[config.mk]
export PLATFORM = sky130hd
export DESIGN_NAME = vram_text_renderer
export DESIGN_NICKNAME = d
export VERILOG_FILES = /design/src/rtl/text_pkg.sv /design/src/rtl/font_rom.sv /design/src/rtl/vram_text_renderer.sv
export SDC_FILE = /design/constraint.sdc
export NUM_CORES = 1
export LEC_CHECK = 0
export BUFFER_PORTS_ARGS = -buffer_cell sky130_fd_sc_hd__buf_2
export CORE_ASPECT_RATIO = 0.75
export CORE_UTILIZATION = 53
export CTS_CLUSTER_SIZE = 16
export DETAILED_ROUTE_END_ITERATION = 10
export GPL_ROUTABILITY_DRIVEN = 0
export PLACE_DENSITY = 0.85
export SETUP_SLACK_MARGIN = 0.1
export SLEW_MARGIN = 10
export SYNTH_ARGS = -nofsm -noshare
export SYNTH_HDL_FRONTEND = slang
export SYNTH_SLANG_ARGS = --single-unit
[constraint.sdc]
create_clock -name clock -period 4 [get_ports clock]
set_input_delay 0.6 -clock clock [delete_from_list [all_inputs] [get_ports clock]]
set_output_delay 0.6 -clock clock [all_outputs]
set_load 0.02 [all_outputs]
[src/rtl/text_pkg.sv]
// ---------------------------------------------------------------------------
// text_pkg
// Shared definitions for the 80x30 text-mode renderer: screen geometry,
// the character byte layout stored in VRAM, the sync bundle carried down
// the delay line, and the cell-index helper.
// ---------------------------------------------------------------------------
package text_pkg;

    localparam int COLS     = 80;
    localparam int ROWS     = 30;
    localparam int CELL_W   = 8;
    localparam int CELL_H   = 16;
    localparam int H_ACTIVE = 640;
    localparam int V_ACTIVE = 480;

    // Font ROM address is {code[6:0], py[3:0]}
    localparam int FONT_AW  = 11;

    // One character cell as stored in a VRAM byte lane
    typedef struct packed {
        logic       inv;
        logic [6:0] code;
    } char_byte_t;

    // Sync/blank bundle delayed alongside the pixel pipeline
    typedef struct packed {
        logic hs;
        logic vs;
        logic blank_n;
    } sync_t;

    localparam sync_t SYNC_IDLE = '{hs: 1'b1, vs: 1'b1, blank_n: 1'b0};

    // Linear cell index row*80 + col, built from shifts so no multiplier
    // is inferred (80 = 64 + 16).
    function automatic logic [11:0] char_index(input logic [4:0] row,
                                               input logic [6:0] col);
        logic [11:0] r;
        r = {7'd0, row};
        return (r << 6) + (r << 4) + {5'd0, col};
    endfunction

endpackage

[src/rtl/font_rom.sv]
// ---------------------------------------------------------------------------
// font_rom
// 2048x8 synchronous glyph ROM, one byte per glyph scan line, MSB is the
// leftmost pixel. Data appears one clock after the address is presented.
// Glyphs currently populated: 'A' (0x41), 'B' (0x42), full block (0x7F);
// every other code renders as an empty cell.
//
// Ports:
//   clock  in   ROM clock
//   addr   in   {code[6:0], py[3:0]}
//   data   out  registered glyph scan line
// ---------------------------------------------------------------------------
module font_rom
    import text_pkg::*;
(
    input  logic               clock,
    input  logic [FONT_AW-1:0] addr,
    output logic [7:0]         data
);

    logic [7:0] row_bits;

    // Glyph table lookup; rows not listed for a glyph are blank.
    always_comb begin
        row_bits = 8'h00;
        case (addr[10:4])
            7'h41: begin
                case (addr[3:0])
                    4'd2:                          row_bits = 8'h10;
                    4'd3:                          row_bits = 8'h38;
                    4'd4:                          row_bits = 8'h6C;
                    4'd5, 4'd6, 4'd8, 4'd9,
                    4'd10, 4'd11:                  row_bits = 8'hC6;
                    4'd7:                          row_bits = 8'hFE;
                    default:                       row_bits = 8'h00;
                endcase
            end
            7'h42: begin
                case (addr[3:0])
                    4'd2, 4'd11:                   row_bits = 8'hFC;
                    4'd3, 4'd4, 4'd5, 4'd7,
                    4'd8, 4'd9, 4'd10:             row_bits = 8'h66;
                    4'd6:                          row_bits = 8'h7C;
                    default:                       row_bits = 8'h00;
                endcase
            end
            7'h7F:   row_bits = 8'hFF;
            default: row_bits = 8'h00;
        endcase
    end

    // Registered read port gives the one-cycle ROM latency.
    always_ff @(posedge clock) begin
        data <= row_bits;
    end

endmodule

[src/rtl/vram_text_renderer.sv]
// ---------------------------------------------------------------------------
// vram_text_renderer
// Turns the current draw position into an 80x30 character-cell pixel stream.
// Four-stage pipeline, no stalls:
//   S0 register VRAM word address, byte lane, cell-local px/py, cursor hit
//   S1 pick the char byte from the VRAM word, register font address
//   S2 font_rom returns the glyph scan line
//   S3 pick the pixel bit and register RGB
// Syncs and blank travel through a matching 4-deep delay line.
//
// Ports:
//   clock, reset                 clock and synchronous active-high reset
//   draw_x, draw_y               current pixel position
//   blank_n, hs_in, vs_in        video timing inputs (syncs active-low)
//   cursor_col/row/en            cursor cell and enable
//   readout_addr, readout_data   read-only VRAM port (data 1 cycle later)
//   red, green, blue             pixel colour
//   hs_out, vs_out, blank_n_out  timing outputs aligned with the pixels
// ---------------------------------------------------------------------------
module vram_text_renderer
    import text_pkg::*;
#(
    parameter logic [23:0] FG_RGB       = 24'hFFFFFF,
    parameter logic [23:0] BG_RGB       = 24'h000000,
    parameter int          BLINK_FRAMES = 30
)(
    input  logic        clock,
    input  logic        reset,
    input  logic [9:0]  draw_x,
    input  logic [9:0]  draw_y,
    input  logic        blank_n,
    input  logic        hs_in,
    input  logic        vs_in,
    input  logic [6:0]  cursor_col,
    input  logic [4:0]  cursor_row,
    input  logic        cursor_en,
    output logic [10:0] readout_addr,
    input  logic [31:0] readout_data,
    output logic [7:0]  red,
    output logic [7:0]  green,
    output logic [7:0]  blue,
    output logic        hs_out,
    output logic        vs_out,
    output logic        blank_n_out
);

    localparam int FC_W = (BLINK_FRAMES > 1) ? $clog2(BLINK_FRAMES) : 1;
    localparam int PX_W = $clog2(CELL_W);
    localparam int PY_W = $clog2(CELL_H);

    logic [FC_W-1:0]    frame_cnt;
    logic               blink_phase;
    logic               vs_prev;

    logic [6:0]         cell_col;
    logic [4:0]         cell_row;
    logic [11:0]        char_n;
    logic               in_range;
    logic               cursor_hit;

    logic               s0_valid, s0_in_range, s0_cursor;
    logic [1:0]         s0_lane;
    logic [PX_W-1:0]    s0_px;
    logic [PY_W-1:0]    s0_py;

    char_byte_t         lane_byte;
    logic               s1_valid, s1_in_range, s1_swap;
    logic [PX_W-1:0]    s1_px;
    logic [FONT_AW-1:0] font_addr;

    logic               s2_valid, s2_in_range, s2_swap;
    logic [PX_W-1:0]    s2_px;
    logic [7:0]         font_row;
    logic               pixel_on;

    sync_t              sync_pipe [4];

    // Blink timing: count vsync falling edges; every BLINK_FRAMES edges the
    // counter wraps and the cursor phase flips.
    always_ff @(posedge clock) begin
        if (reset) begin
            frame_cnt   <= '0;
            blink_phase <= 1'b0;
            vs_prev     <= 1'b1;
        end else begin
            vs_prev <= vs_in;
            if (vs_prev && !vs_in) begin
                if (frame_cnt == FC_W'(BLINK_FRAMES - 1)) begin
                    frame_cnt   <= '0;
                    blink_phase <= ~blink_phase;
                end else begin
                    frame_cnt <= frame_cnt + 1'b1;
                end
            end
        end
    end

    // Cell decode for the incoming pixel. Out-of-range positions still map
    // to some address; their pixels are forced dark at S3.
    assign cell_col   = draw_x[9:3];
    assign cell_row   = draw_y[8:4];
    assign char_n     = char_index(cell_row, cell_col);
    assign in_range   = (draw_x < 10'(H_ACTIVE)) && (draw_y < 10'(V_ACTIVE));
    assign cursor_hit = cursor_en && blink_phase &&
                        (cell_col == cursor_col) && (cell_row == cursor_row);

    // S0: the address register doubles as the VRAM read address register,
    // so the word is available to S1 on the next edge.
    always_ff @(posedge clock) begin
        if (reset) begin
            readout_addr <= '0;
            s0_valid     <= 1'b0;
        end else begin
            readout_addr <= {1'b0, char_n[11:2]};
            s0_valid     <= 1'b1;
        end
        s0_lane     <= char_n[1:0];
        s0_px       <= draw_x[PX_W-1:0];
        s0_py       <= draw_y[PY_W-1:0];
        s0_in_range <= in_range;
        s0_cursor   <= cursor_hit;
    end

    // Byte lane select, lane 0 is the least significant byte.
    always_comb begin
        lane_byte = readout_data[7:0];
        case (s0_lane)
            2'd1:    lane_byte = readout_data[15:8];
            2'd2:    lane_byte = readout_data[23:16];
            2'd3:    lane_byte = readout_data[31:24];
            default: lane_byte = readout_data[7:0];
        endcase
    end

    // S1: cursor and inverse attribute fold into one swap flag since both
    // simply exchange FG and BG for the cell.
    always_ff @(posedge clock) begin
        if (reset) begin
            s1_valid <= 1'b0;
        end else begin
            s1_valid <= s0_valid;
        end
        font_addr   <= {lane_byte.code, s0_py};
        s1_swap     <= lane_byte.inv ^ s0_cursor;
        s1_px       <= s0_px;
        s1_in_range <= s0_in_range;
    end

    font_rom u_font_rom (
        .clock (clock),
        .addr  (font_addr),
        .data  (font_row)
    );

    // S2: side-band pixel state waits alongside the ROM read.
    always_ff @(posedge clock) begin
        if (reset) begin
            s2_valid <= 1'b0;
        end else begin
            s2_valid <= s1_valid;
        end
        s2_swap     <= s1_swap;
        s2_px       <= s1_px;
        s2_in_range <= s1_in_range;
    end

    assign pixel_on = font_row[3'd7 - s2_px] ^ s2_swap;

    // S3: colour out; dark whenever the pipeline is refilling after reset,
    // the position is off-screen, or the matching blank is active.
    always_ff @(posedge clock) begin
        if (reset) begin
            {red, green, blue} <= 24'h000000;
        end else if (s2_valid && s2_in_range && sync_pipe[2].blank_n) begin
            {red, green, blue} <= pixel_on ? FG_RGB : BG_RGB;
        end else begin
            {red, green, blue} <= 24'h000000;
        end
    end

    // Timing delay line matched to the four pixel stages.
    always_ff @(posedge clock) begin
        if (reset) begin
            for (int i = 0; i < 4; i++) begin
                sync_pipe[i] <= SYNC_IDLE;
            end
        end else begin
            sync_pipe[0] <= {hs_in, vs_in, blank_n};
            for (int i = 1; i < 4; i++) begin
                sync_pipe[i] <= sync_pipe[i-1];
            end
        end
    end

    assign hs_out      = sync_pipe[3].hs;
    assign vs_out      = sync_pipe[3].vs;
    assign blank_n_out = sync_pipe[3].blank_n;

endmodule

==> results summary <==
After technology mapping, the gate count stands at 270. The area occupied by multi-input gates came out at 1230 sq um. The number of antenna violations at the first check in global routing came out at 0.

The portion of the clock cycle consumed by the worst path in the final layout came out at 53.0%. Across every metal layer, demand over resource in global routing totals 19.1%. The count of inserted antenna diode cells is 0. The worst endpoint data arrival time is approximately 2300 ps. The floorplan has 23 rows. The area added between synthesis and finish is 19.8%.

The initial cell density of the core came out at 55.7%. The path class of the tightest hold or removal check is flop to flop. The via count of the first global-routing pass came out at 1940. In the post-synthesis netlist, the biggest area contributors are dfxtp_1 (50%), mux4_2 (6.8%), buf_4 (6.0%). The most frequent cell on the critical path is fa_1.

The most instantiated flip-flop cell in the synthesis netlist is dfxtp_1. The count of final max-slew check failures is 0. The largest net degree at the start of global routing came out at 31.

The remaining global-route overflow came out at 0. The data required time at the worst endpoint is between 4000 and 5000 ps. The cell family contributing the most delay on the critical path is adder cells. In this run the post-CTS setup repair buffer count came out at 0. In the final timing run, aggregate negative setup slack is 0 ps. The number of nets in the synthesized netlist is 356.

The number of primary I/O pins is 108. The final design instance area without fill came out at 3590 sq um. The die is 88.8 microns wide. The HPWL after detailed placement is 4050 microns. The minimum period implied by the final worst setup slack came out at 2120 ps.

The share of final-layout standard cells stronger than drive strength 1 came out at 39.1%. TritonCTS built the clock tree. No sink is reached through more buffers than the 2 on the longest clock path.

Setup repair after global routing left no endpoint under its margin. Based on the critical path, the design can be clocked at up to roughly 470 MHz. The slew at the pin with the worst max-slew slack is 537 ps. The final-layout fill cell count is 430.

The remaining antenna violation count came out at 0. The number of I/O port buffers came out at between 100 and 150. The worst setup path is launched from an input port. The total buffers and inverters traversed by the critical path came out at 2. The slowest stage of the critical path belongs to the cell fa_1. The average instance area after synthesis is 11.1 sq um.

The share of the synthesized area in the top cell type is 50.1%. In this run the number of H-tree levels came out at 3. The register cell area after layout came out at approximately 1500 sq um.

The post-cts resize count is 0. Hold timing on the final database bottoms out at a slack of 328 ps. The number of synthesized flops with an enable pin is 0. The number of different library cells used by synthesis comes to 40. The die area came out at 5960 sq um. The clock latency reported for the late side of the worst-skew pair is between 300 and 400 ps. The number of synthesized register bits is 75. The post-CTS clock slew at the launch and capture registers of the worst setup and hold paths came out at 70 ps. The classification of the worst setup path is input port to flop. The first global-routing pass estimated approximately 8400 microns of wire.

For this run, the number of Yosys warnings is 0. The static power due to leakage is 1.68 nW. The net count of the finished layout is 441.

After synthesis, flip-flops and latches occupy 50.1% of the total area. The highest fanout seen on the critical path is 3. The synthesized design spends more area on one cell type than any other, namely dfxtp_1.

The clock tree root driver cell is clkbuf_8. The number of vias per cell came out at 4.86. The final worst clock skew is 6.88 ps.

The netlist area before placement is approximately 3000 sq um. Counting every sink on the clock net gives 75. After the first detailed-routing iteration, the DRC count stood at 92. From bottom edge to top edge, the die measures 67.1 microns. The flow ran to the end, and the final reports show no timing, DRC or antenna violations. The count of endpoints failing hold in the final timing report is 0. The detailed-route via count came out at about 2100. The worst setup path is captured at a flop.

The number of maximum-capacitance violations is 0. The number of buffers inserted during clock tree synthesis is 9. The placeable core region is between 5000 and 6000 sq um. The headroom to the max-slew limit came out at approximately 64%. The total power per unit cell area is 427 nW/um^2.

The number of setup violations in the final report came out at 0. The share of synthesized registers carrying an async set or reset came out at 0%. The maximum vdd ir drop came out at 280 uV.

The overall routed net length is 5360 microns. The count of unresolved DRC violations after routing came out at 0. The number of detailed-routing iterations run before antenna repair is 4. The average routed wire per standard cell came out at 12.4 microns. The cell area after placement is 3410 sq um. The largest incremental delay on the critical path came out at 530 ps.

Traced cell by cell, the critical path runs through buf_2 -> inv_1 -> fa_1 -> fa_1 -> nor2b_1 -> o21a_1 -> o21ai_0 -> nor3b_1. The cts-stage hold buffer count came out at 0.
cell usage after synthesis (6+ instances only):
| cell type | n |
|---|---|
| nand4_1 | 7 |
| buf_4 | 24 |
| ha_1 | 14 |
| mux4_2 | 9 |
| xnor2_1 | 15 |
| a22oi_1 | 6 |
| nor3_1 | 7 |
| inv_1 | 14 |
| or2_2 | 9 |
| nor2_1 | 11 |
| clkbuf_1 | 7 |
| dfxtp_1 | 75 |
| nor2b_1 | 18 |
| o21ai_0 | 9 |
layer usage:
metal | wire [microns] | track usage (%) | vias to the layer above
met5 | 0 | 0 | -
met4 | 47 | 6.05 | 0
met3 | 334 | 6.82 | 4
met2 | 2520 | 31.2 | 81
met1 | 2450 | 23.8 | 960
li1 | - | - | 1060
layout by cell type (no fill, tap or decap), types with 2 or more instances in the layout:
| cell | synthesis | final |
|---|---|---|
| ha_1 | 14 | 14 |
| clkinv_2 | 0 | 2 |
| xor2_1 | 3 | 3 |
| xnor2_1 | 15 | 15 |
| buf_2 | 1 | 106 |
| clkbuf_8 | 0 | 9 |
| mux4_2 | 9 | 9 |
| dfxtp_1 | 75 | 75 |
| nand3_1 | 4 | 4 |
| or2_2 | 9 | 9 |
| nand2_1 | 4 | 4 |
| o21ai_0 | 9 | 9 |
| a22oi_1 | 6 | 6 |
| mux2i_1 | 2 | 2 |
| mux2_1 | 2 | 2 |
| nor2_1 | 11 | 11 |
| nand2b_1 | 4 | 4 |
| a211oi_1 | 2 | 2 |
| nor3b_1 | 2 | 2 |
| a21oi_1 | 4 | 4 |
| nor2b_1 | 18 | 18 |
| fa_1 | 2 | 2 |
| nor3_1 | 7 | 7 |
| inv_1 | 14 | 14 |
| nand4_1 | 7 | 7 |
stage by stage:
stage / cells / power [W] / worst slack, ps / utilization (%)
after CTS: 433 / 0.00155 / 1930 / 66.7
final: 433 / 0.00153 / 1880 / 66.7
after detailed placement: 419 / 0.00102 / 1570 / 63.4
after global placement: 419 / 0.00101 / 1620 / 63.4
after floorplan: 270 / 0.000943 / 1790 / -
after global routing: 433 / 0.00160 / 1820 / 66.7
report_power, final:
part	switching, W	internal, W
clock network	0.000253	0.000280
logic	0.0000882	0.0000949
registers	0.0000250	0.000792
final cells by class:
cell class,instances,share of cell area (%)
repair buffers,106,14.8
inverters,14,1.46
flip-flops and latches,75,41.8
clock inverters,5,1.57
well taps,75,2.61
clock buffers,9,3.45
multi-input cells,149,34.3
cell families (layout without fill, tap and decap cells):
logic type               after synthesis  count (layout)  share of synthesized area, %
multiplexers                          15              15                          9.06
adder cells (fa/ha/maj)               16              16                          7.18
AND/OR/NAND/NOR                       72              72                          13.7
AO/OA/AOI/OAI                         27              27                          5.72
flip-flops                            75              75                          50.1
buffers and inverters                 46             134                          8.81
other                                  1               1                         0.125
XOR/XNOR                              18              18                          5.26
path summary, 6_finish.rpt:
path,startpoint,endpoint,slack (ps),depth (start not counted)
hold / removal,s0_px[2],s1_px[2],330,0
setup / recovery,draw_x[9],readout_addr[7],1880,8
hold reg to reg,s0_px[2],s1_px[2],330,0
setup reg to reg,s2_px[2],red[6],2500,4
Power figures use the tool's default switching activity.
